**src/rtl/loop_index_ctrl_pkg.sv**
```systemverilog
// Shared definitions for the loop index controller: state encodings and datapath width.
package loop_index_ctrl_pkg;

    localparam int unsigned LIC_DATAWIDTH = 2;

    typedef enum logic [1:0] {
        LIC_IDLE   = 2'd0,
        LIC_ISSUE  = 2'd1,
        LIC_FINISH = 2'd2
    } lic_state_e;

endpackage

```
**src/rtl/inc.sv**
```systemverilog
// Increment stage: combinational a+1, truncated to the datapath width.
module inc #(
    parameter int unsigned DATAWIDTH = 2
) (
    input  logic [DATAWIDTH-1:0] a,
    output logic [DATAWIDTH-1:0] y
);

    assign y = a + DATAWIDTH'(1);

endmodule

```
**src/rtl/loop_index_ctrl_index_reg.sv**
```systemverilog
// Loop index register: async reset, synchronous clear-to-zero, increment through the INC stage.
module loop_index_reg
    import loop_index_ctrl_pkg::*;
#(
    parameter int unsigned DATAWIDTH = LIC_DATAWIDTH
) (
    input  logic                 clk,
    input  logic                 rst,
    input  logic                 clr,
    input  logic                 inc_en,
    output logic [DATAWIDTH-1:0] q
);

    logic [DATAWIDTH-1:0] q_inc_c;

    inc #(.DATAWIDTH(DATAWIDTH)) u_inc (
        .a (q),
        .y (q_inc_c)
    );

    // Clear has priority so a restart always begins at zero.
    always_ff @(posedge clk or posedge rst) begin
        if (rst) begin
            q <= '0;
        end else if (clr) begin
            q <= '0;
        end else if (inc_en) begin
            q <= q_inc_c;
        end
    end

endmodule

```
**src/rtl/loop_index_ctrl.sv**
```systemverilog
// Loop iteration controller: issues indices 0..bound-1 on a valid/ready stream with start/busy/done control.
module loop_index_ctrl
    import loop_index_ctrl_pkg::*;
#(
    parameter int unsigned DATAWIDTH = LIC_DATAWIDTH
) (
    input  logic                 Clk,
    input  logic                 Rst,
    input  logic                 start,
    input  logic [DATAWIDTH-1:0] bound,
    input  logic                 abort,
    output logic [DATAWIDTH-1:0] index,
    output logic                 idx_valid,
    input  logic                 idx_ready,
    output logic                 busy,
    output logic                 done
);

    lic_state_e           state, state_d;
    logic [DATAWIDTH-1:0] bound_q, bound_d;
    logic                 valid_d, busy_d, done_d;
    logic                 idx_clr, idx_inc;
    logic                 hs;

    assign hs = idx_valid & idx_ready;

    loop_index_reg #(.DATAWIDTH(DATAWIDTH)) u_index_reg (
        .clk    (Clk),
        .rst    (Rst),
        .clr    (idx_clr),
        .inc_en (idx_inc),
        .q      (index)
    );

    always_ff @(posedge Clk or posedge Rst) begin
        if (Rst) begin
            state     <= LIC_IDLE;
            bound_q   <= '0;
            idx_valid <= 1'b0;
            busy      <= 1'b0;
            done      <= 1'b0;
        end else begin
            state     <= state_d;
            bound_q   <= bound_d;
            idx_valid <= valid_d;
            busy      <= busy_d;
            done      <= done_d;
        end
    end

    // done is registered on entry to FINISH so it is high exactly while FINISH is held.
    always_comb begin
        state_d = state;
        bound_d = bound_q;
        valid_d = idx_valid;
        busy_d  = busy;
        done_d  = 1'b0;
        idx_clr = 1'b0;
        idx_inc = 1'b0;

        case (state)
            LIC_IDLE: begin
                if (start && !abort) begin
                    busy_d = 1'b1;
                    if (bound != '0) begin
                        bound_d = bound;
                        idx_clr = 1'b1;
                        valid_d = 1'b1;
                        state_d = LIC_ISSUE;
                    end else begin
                        done_d  = 1'b1;
                        state_d = LIC_FINISH;
                    end
                end
            end
            LIC_ISSUE: begin
                if (abort) begin
                    valid_d = 1'b0;
                    busy_d  = 1'b0;
                    state_d = LIC_IDLE;
                end else if (hs) begin
                    if (index == bound_q - DATAWIDTH'(1)) begin
                        valid_d = 1'b0;
                        done_d  = 1'b1;
                        state_d = LIC_FINISH;
                    end else begin
                        idx_inc = 1'b1;
                    end
                end
            end
            LIC_FINISH: begin
                valid_d = 1'b0;
                busy_d  = 1'b0;
                state_d = LIC_IDLE;
            end
            default: begin
                valid_d = 1'b0;
                busy_d  = 1'b0;
                state_d = LIC_IDLE;
            end
        endcase
    end

endmodule
```
**config.mk**
```make
export PLATFORM = sky130hd
export DESIGN_NAME = loop_index_ctrl
export DESIGN_NICKNAME = d
export VERILOG_FILES = /design/src/rtl/loop_index_ctrl_pkg.sv /design/src/rtl/inc.sv /design/src/rtl/loop_index_ctrl_index_reg.sv /design/src/rtl/loop_index_ctrl.sv
export SDC_FILE = /design/constraint.sdc
export NUM_CORES = 1
export LEC_CHECK = 0
export BUFFER_PORTS_ARGS = -buffer_cell sky130_fd_sc_hd__buf_4
export CORE_AREA = 2 2 39 41
export CTS_CLUSTER_SIZE = 12
export DETAILED_ROUTE_END_ITERATION = 12
export DIE_AREA = 0 0 41 43
export PLACE_DENSITY = 0.57
export SLEW_MARGIN = 30
export SYNTH_ARGS = -nofsm -noshare
export SYNTH_HDL_FRONTEND = slang
export SYNTH_SLANG_ARGS = --single-unit
```
**constraint.sdc**
```tcl
create_clock -name Clk -period 1.5 [get_ports Clk]
set_input_delay 0.15 -clock Clk [delete_from_list [all_inputs] [get_ports Clk]]
set_output_delay 0.15 -clock Clk [all_outputs]
set_load 0.005 [all_outputs]
```
== Word level (Yosys, flattened, before mapping) ==
Index checks and enable logic that the tools add are counted.

* Flip-flop bits (word level): 9

* $add $sub $neg: 2
* Equal/unequal tests: 7
* Muxes and demuxes: 30
* Bitwise gates (word level): 1
* Reductions and logical operators: 9

{| class="wikitable"
|+ Operators with widths
! operator !! count
|-
| $mux 1 || 19
|-
| $mux 2 || 7
|-
| $ne 2x2->1 const B || 3
|-
| $ne 3x3->1 const B || 2
|-
| $pmux 1 s2 || 3
|-
| $reduce_and 3->1 || 2
|-
| $pmux 2 s2 || 1
|-
| $reduce_and 4->1 || 1
|-
| $reduce_bool 2->1 || 2
|-
| $add 2x1->2 const B || 1
|-
| $eq 2x1->1 const B || 1
|-
| $eq 2x2->1 || 1
|-
| $logic_not 2->1 || 1
|-
| $reduce_and 2->1 || 1
|-
| $sub 2x1->2 const B || 1
|-
| $and 1x1->1 || 1
|-
| $logic_and 1x1->1 || 1
|-
| $logic_not 1->1 || 1
|}

== Depth between registers and ports, before layout ==
Gate-level depths: netlist of the first run.

* Depth in word-level cells: 8
* Gate-level depth with buffers: 3

== Hierarchy ==
Synthesis of the first run repeated with hierarchy kept, for this count alone.

* Cells, all modules: 43
* Area total of the unflattened synthesis: 475.5 um^2

{| class="wikitable"
|+ By module, submodules not included
! module !! times used !! cells an instance !! area an instance (um^2) !! seq. area each (um^2)
|-
| loop_index_ctrl || 1 || 34 || 381.6 || 175.2
|-
| loop_index_reg || 1 || 7 || 81.3 || 50.0
|-
| inc || 1 || 2 || 12.5 || 0.0
|}

== Worst setup path before layout of the first run ==
OpenSTA, ideal clock, no wires.

* Kind: register to register
* From: reg state[0]
* To: reg bound_q[0]
* Library setup time: 125 ps
* Arrival time: 1403 ps
* Data required time: 1375 ps
* Path slack: -28 ps
* Stages on the path, launching flop included: 4
* Buffers on the path: 0
* Period minus slack after synthesis: 1528 ps
* Cells stage by stage: dfrtp_1 > nor4b_2 > and2_1 > mux2_2

* Longest elaborated chain between the ends: 2

{| class="wikitable"
|+ Ends and longest elaborated chain
! item !! RTL line !! source
|-
| start: declaration || loop_index_ctrl.sv:19 || <nowiki>lic_state_e state, state_d;</nowiki>
|-
| start signal: assignment || loop_index_ctrl.sv:43 || <nowiki>state <= state_d;</nowiki>
|-
| $logic_not 2->1 || loop_index_ctrl.sv:61 || <nowiki>case (state)</nowiki>
|-
| $reduce_and 3->1 (no line) || n/a ||
|-
| end signal: assignment || loop_index_ctrl.sv:44 || <nowiki>bound_q <= bound_d;</nowiki>
|-
| end: declaration || loop_index_ctrl.sv:20 || <nowiki>logic [DATAWIDTH-1:0] bound_q, bound_d;</nowiki>
|}

Every way passes these cells.
A chain may end at the register's enable or synchronous reset.

== Final worst setup path of the first run ==
* From: reg state[1]
* To: reg u_index_reg.q[1]

* Longest elaborated chain between the ends: 3
* Elaborated cells on any way between the ends: 6
* Classes of those cells: eq/ne: 1; mux: 3; reduce/logical: 2

{| class="wikitable"
|+ Ends and longest elaborated chain
! item !! RTL line !! source
|-
| $eq 2x1->1 or $logic_not 2->1 (tied branches) || loop_index_ctrl.sv:61 ||
|-
| $mux 1 || loop_index_ctrl.sv:61 ||
|-
| $reduce_bool 2->1 (no line) or $mux 2 (tied branches) || n/a ||
|-
| end signal: assignment || loop_index_ctrl_index_reg.sv:28 || <nowiki>q <= q_inc_c;</nowiki>
|-
| end: declaration || loop_index_ctrl_index_reg.sv:11 || <nowiki>output logic [DATAWIDTH-1:0] q</nowiki>
|}

Several ways; a longest one is shown, not always the timed one.

==> results of run 1 <==
metrics by stage:
step           cells  cell area (um2)  TNS [ns]
4_1_cts           79            638.1         0
6_report          79            645.6         0
5_1_grt           79            645.6  -0.03679
3_5_place_dp      74            601.8         0
3_3_place_gp      74            601.8         0
2_1_floorplan     45            484.2         0
flip-flops by register name (all words and copies together) (netlist names):
| signal | flops |
|---|---|
| bound_q | 2 |
| state | 2 |
| idx_valid | 1 |
| done | 1 |
| u_index_reg.q | 2 |
| busy | 1 |
cell type report:
| class | count | area, um2 |
|---|---|---|
| Fill cell | 139 | 738.2 |
| Multi-Input combinational cell | 35 | 261.5 |
| Sequential cell | 9 | 226.5 |
| Timing Repair Buffer | 14 | 107.6 |
| Clock buffer | 4 | 26.28 |
| Tap cell | 16 | 20.02 |
| Inverter | 1 | 3.754 |
layout by cell type (no fill, tap or decap), types with 2 or more instances in the layout:
cell type	n
a22oi_1	2
nor2_1	4
a22o_1	2
mux2_2	3
dfrtp_1	8
clkbuf_4	3
nand2b_1	2
buf_4	13
a21oi_1	3
nand2_1	3
routing by layer:
layer / wire (um) / up-vias / GRT usage, %
li1: - / 203 / -
met1: 431 / 198 / 20.13
met2: 421 / 13 / 18.75
met3: 57 / 5 / 3.141
met4: 38 / 0 / 12.00
met5: 0 / - / 0
report_power, final:
group	internal (mW)	switching (mW)	total, mW
logic	0.155	0.0997	0.254
clock network	0.103	0.0856	0.188
registers	0.295	0.0626	0.357
repair_timing:
action                                  in CTS  in global routing
gates resized for setup                      0                  4
hold endpoints to repair                     9                  0
hold buffers                                 1                  0
endpoints found under the setup margin       0                  4
worst paths after layout:
check,from,cells past startpoint,endpoint
min in group asynchronous,Rst,3,u_index_reg.q[0]
hold / removal,idx_ready,2,idx_valid
hold reg to reg,busy,2,busy
max in group asynchronous,Rst,3,state[0]
setup reg to reg,state[1],3,u_index_reg.q[1]
setup / recovery,state[1],3,u_index_reg.q[1]
cell families after synthesis:
family	count (synthesis)
xor gates and xnor gates	1
buffers and inverters	1
and+or+nand+nor	18
muxes	4
AOI/OAI and AO/OA	12
DFF	9
==> metrics, run 1 <==
vias in the first global route=412; worst hold slack=0.1042 ns; Static Leak=between 0.2 and 0.3 nW; Critical Path AT=between 1.5 and 2 ns; clk_lat worst skew=~0.26 ns; Area contributors post-synth=dfrtp_1, mux2_2, a22o_1; EDFF count, synth=0; postcts setup bufs=0; HP Class=in2reg; CTS buffer count=3; vias=between 400 and 500; syn nets=between 50 and 60; Largest stage delay, worst path=0.44 ns; Compound-Gate Fraction of Synth Area=18.42%; Setup Crit Path Kind=reg2reg; clock sink count=9; TritonCTS clock tree=yes; Synth top cells by count=dfrtp_1, nor2_1, a21oi_1, mux2_2, nand2_1; largest net degree at the start of global routing=10; GR Overflow Total=0; leading area contributor after synthesis=dfrtp_1; root buffer cell=clkbuf_4; drt first pass iters=4; synthesis-stage register bit count=9; Fin. Hold Viols=0; worst reg-to-reg setup slack=approximately 0.053 ns; Layout area overhead=35.79%; main combinational cell family by area after synthesis=simple AND/OR/NAND/NOR gates; maxcap violations=0; Die Wd=41 um; FFs w/ async S/R, synth=100.0%; Placement Setup Slack=roughly 0.039 ns; relative slew slack=76.44%; critical path, cell by cell=or3b_4 -> or3_1 -> a21oi_1; Setup crit end kind=flip-flop; Die Span Y=43 um; CP max stage cell=dfrtp_1; Slew Limit Fails=0; FP Rows=14; f_max=691.3 MHz; overall fraction of global-route tracks in use=14.65%; DRC errors left=0; cell family with most CP delay=simple AND/OR/NAND/NOR gates; post-route antenna net violation count=0; fin util=46.65%; post-synthesis mux area share=9.211%; Synth Area in Simple Gates=around 22%; Worst-Margin Slew=0.3530 ns; first-pass GRT wire length=1690 um; warnings from Yosys=0; top cell type's share of synthesized area=47.37%; Final Setup Violations=0; Syn Area/Cell=around 11 um2; WP data required=~1.7 ns; HPWL Detailed=around 720 um; Synth Cell Area=roughly 480 um2; final clock skew=0.001271 ns; diode count=0; Post-Syn Instances=45; wirelength, routed=948 um; post-synthesis sequential area ratio=between 40% and 50%; Tmin final=1.447 ns; CTS Buffer Depth=2; worst path bufs/invs=0; Core ar.=1384 um2; run status=completed; Worst VDD drop=0.6015 mV; placer congestion estimate=0.7044; I/O pin count=12; CP Launch Type=flip-flop; Setup WS post-layout=0.05336 ns; Period Utilization, post-route=96.44%; Final Net Count=slightly above 70; Tot Pwr=799.8 uW; crit-path max FO=5; die area=1763 um2; initial antenna violation count=0; pwr/cell area=1239 nW/um2; post-synth cell types=24; initial DRC count=11; layout cells sized above 1=39.68%; XOR/XNOR share of the synthesized area=1.842%; Main synth FF type=dfrtp_1; vias per cell=approximately 5.3; WL per Instance=12.00 um; initial core utilization=34.36%; IO buf count=11; Clk pin slew, worst setup/hold paths=roughly 0.06 ns; H-Tree Depth=1; count leader, synth=dfrtp_1; post-synthesis adder-cell area fraction=0%
Power figures use the tool's default switching activity.
==> run 2, diff against run 1 <==
- PLACE_DENSITY: 0.57 -> 0.68
==> metrics, run 2 (synthesized netlist as in run 1, its figures left out) <==
CP max stage cell=dfrtp_2 (was dfrtp_1); DRC errors left=0 (unchanged); WP data required=1.69 ns (about the same); CTS buffer count=3 (unchanged); worst path bufs/invs=0 (unchanged); Critical Path AT=1.64 ns (about the same); HP Class=in2reg (unchanged); biggest regs=bound_q (2), state (2), u_index_reg.q (2) (unchanged); Tmin final=1.445 ns (was 1.447 ns); final clock skew=0.005231 ns (was 0.001271 ns); diode count=0 (unchanged); Core ar.=1384 um2 (unchanged); Worst-Margin Slew=0.3873 ns (was 0.3530 ns); pwr/cell area=1228 nW/um2 (was 1239 nW/um2); Placement Setup Slack=0.01122 ns (was 0.03856 ns); run status=completed (unchanged); relative slew slack=73.51% (was 76.44%); Clk pin slew, worst setup/hold paths=0.06 ns (about the same); TritonCTS clock tree=yes (unchanged); I/O pin count=12 (unchanged); placer congestion estimate=0.7419 (was 0.7044); Layout area overhead=35.00% (was 35.79%); clock sink count=9 (unchanged); Final Setup Violations=0 (unchanged); vias in the first global route=368 (was 412); overall fraction of global-route tracks in use=13.29% (was 14.65%); Static Leak=0.2887 nW (was 0.2905 nW); Die Wd=41 um (unchanged); vias per cell=5.215 (was 5.304); post-route antenna net violation count=0 (unchanged); Die Span Y=43 um (unchanged); Final Net Count=71 (unchanged); RSZ-0062 raised after global routing=no; initial antenna violation count=0 (unchanged); largest net degree at the start of global routing=10 (unchanged); commonest non-fill, non-tap cell in the layout=buf_4 (unchanged); wirelength, routed=953 um (was 948 um); drt first pass iters=4 (unchanged); layout cells sized above 1=38.10% (was 39.68%); fin util=46.38% (was 46.65%); worst reg-to-reg setup slack=0.06 ns (was 0.05 ns); most frequent cells in the layout=buf_4, dfrtp_1, nor2_1 (unchanged); vias=412 (was 419); Period Utilization, post-route=96.32% (was 96.44%); Largest stage delay, worst path=0.44 ns (about the same); die area=1763 um2 (unchanged); initial core utilization=34.36% (unchanged); clk_lat worst skew=0.27 ns (was 0.26 ns); Fin. Hold Viols=0 (unchanged); CP Launch Type=flip-flop (unchanged); critical path, cell by cell=or3b_4 -> or3_1 -> a21oi_1 (unchanged); Worst VDD drop=0.5570 mV (was 0.6015 mV); Setup Crit Path Kind=reg2reg (unchanged); WL per Instance=12.06 um (was 12.00 um); IO buf count=11 (unchanged); first-pass GRT wire length=1518 um (was 1690 um); root buffer cell=clkbuf_4 (unchanged); FP Rows=14 (unchanged); HPWL Detailed=725.1 um (was 723.5 um); H-Tree Depth=1 (unchanged); initial DRC count=8 (was 11); CTS Buffer Depth=2 (unchanged); maxcap violations=0 (unchanged); fill count=134 (was 139); cell family with most CP delay=simple AND/OR/NAND/NOR gates (unchanged); crit-path max FO=5 (unchanged); GR Overflow Total=0 (unchanged); f_max=692.1 MHz (was 691.3 MHz); Setup crit end kind=flip-flop (unchanged); TNS Setup=0 ns (unchanged); postcts setup bufs=0 (unchanged); Setup WS post-layout=0.05520 ns (was 0.05336 ns); Slew Limit Fails=0 (unchanged)
[run 2: layout make-up]
| type | instances | area [um2] | area share, % |
|---|---|---|---|
| Timing Repair Buffer | 14 | 107.6 | 16.76 |
| Clock buffer | 4 | 26.28 | 4.094 |
| Multi-Input combinational cell | 35 | 257.7 | 40.16 |
| Sequential cell | 9 | 226.5 | 35.28 |
| Inverter | 1 | 3.754 | 0.5848 |
| Tap cell | 16 | 20.02 | 3.119 |
[run 2: timing repair]
item,in CTS,in global routing
setup endpoints to repair,0,2
gates resized for setup,0,2
hold buffers,1,0
endpoints found under the hold margin,9,0
[run 2: metrics by stage]
step | total power [mW] | hold WS [ns] | std cells | area, um2
floorplan | 0.4907 | -0.02208 | 45 | 484.2
detailed placement | 0.5967 | 0.1468 | 74 | 601.8
global route | 0.8431 | 0.08678 | 79 | 641.9
CTS | 0.7916 | 0.09545 | 79 | 638.1
global placement | 0.5944 | 0.1432 | 74 | 601.8
finish | 0.7883 | 0.09724 | 79 | 641.9
[run 2: final timing paths]
kind                            cells past startpoint                to       from
worst max-delay path                                3  u_index_reg.q[1]   state[1]
worst min-delay path                                2         idx_valid  idx_ready
worst max register to register                      3  u_index_reg.q[1]   state[1]
worst min register to register                      1              busy   state[1]
max in group asynchronous                           3          state[1]        Rst
min in group asynchronous                           3              done        Rst
[run 2: power breakdown]
group	internal (mW)	switching [mW]	total (mW)
clock	0.103	0.0888	0.192
combinational	0.145	0.101	0.246
sequential	0.294	0.0565	0.351
total	0.542	0.247	0.788
[run 2: metal layers]
layer | routed length, um | up-vias | track usage [%]
met3 | 56 | 5 | 4.712
met2 | 401 | 11 | 17.19
met1 | 457 | 191 | 17.28
li1 | - | 205 | -
met5 | 0 | - | 0
met4 | 37 | 0 | 10.00
[run 2: worst reg2reg max path, cell delays in order, from the launching register on]
cell and delay, ns:
dfrtp_2 0.44, or3b_4 0.43, or3_1 0.38, a21oi_1 0.12
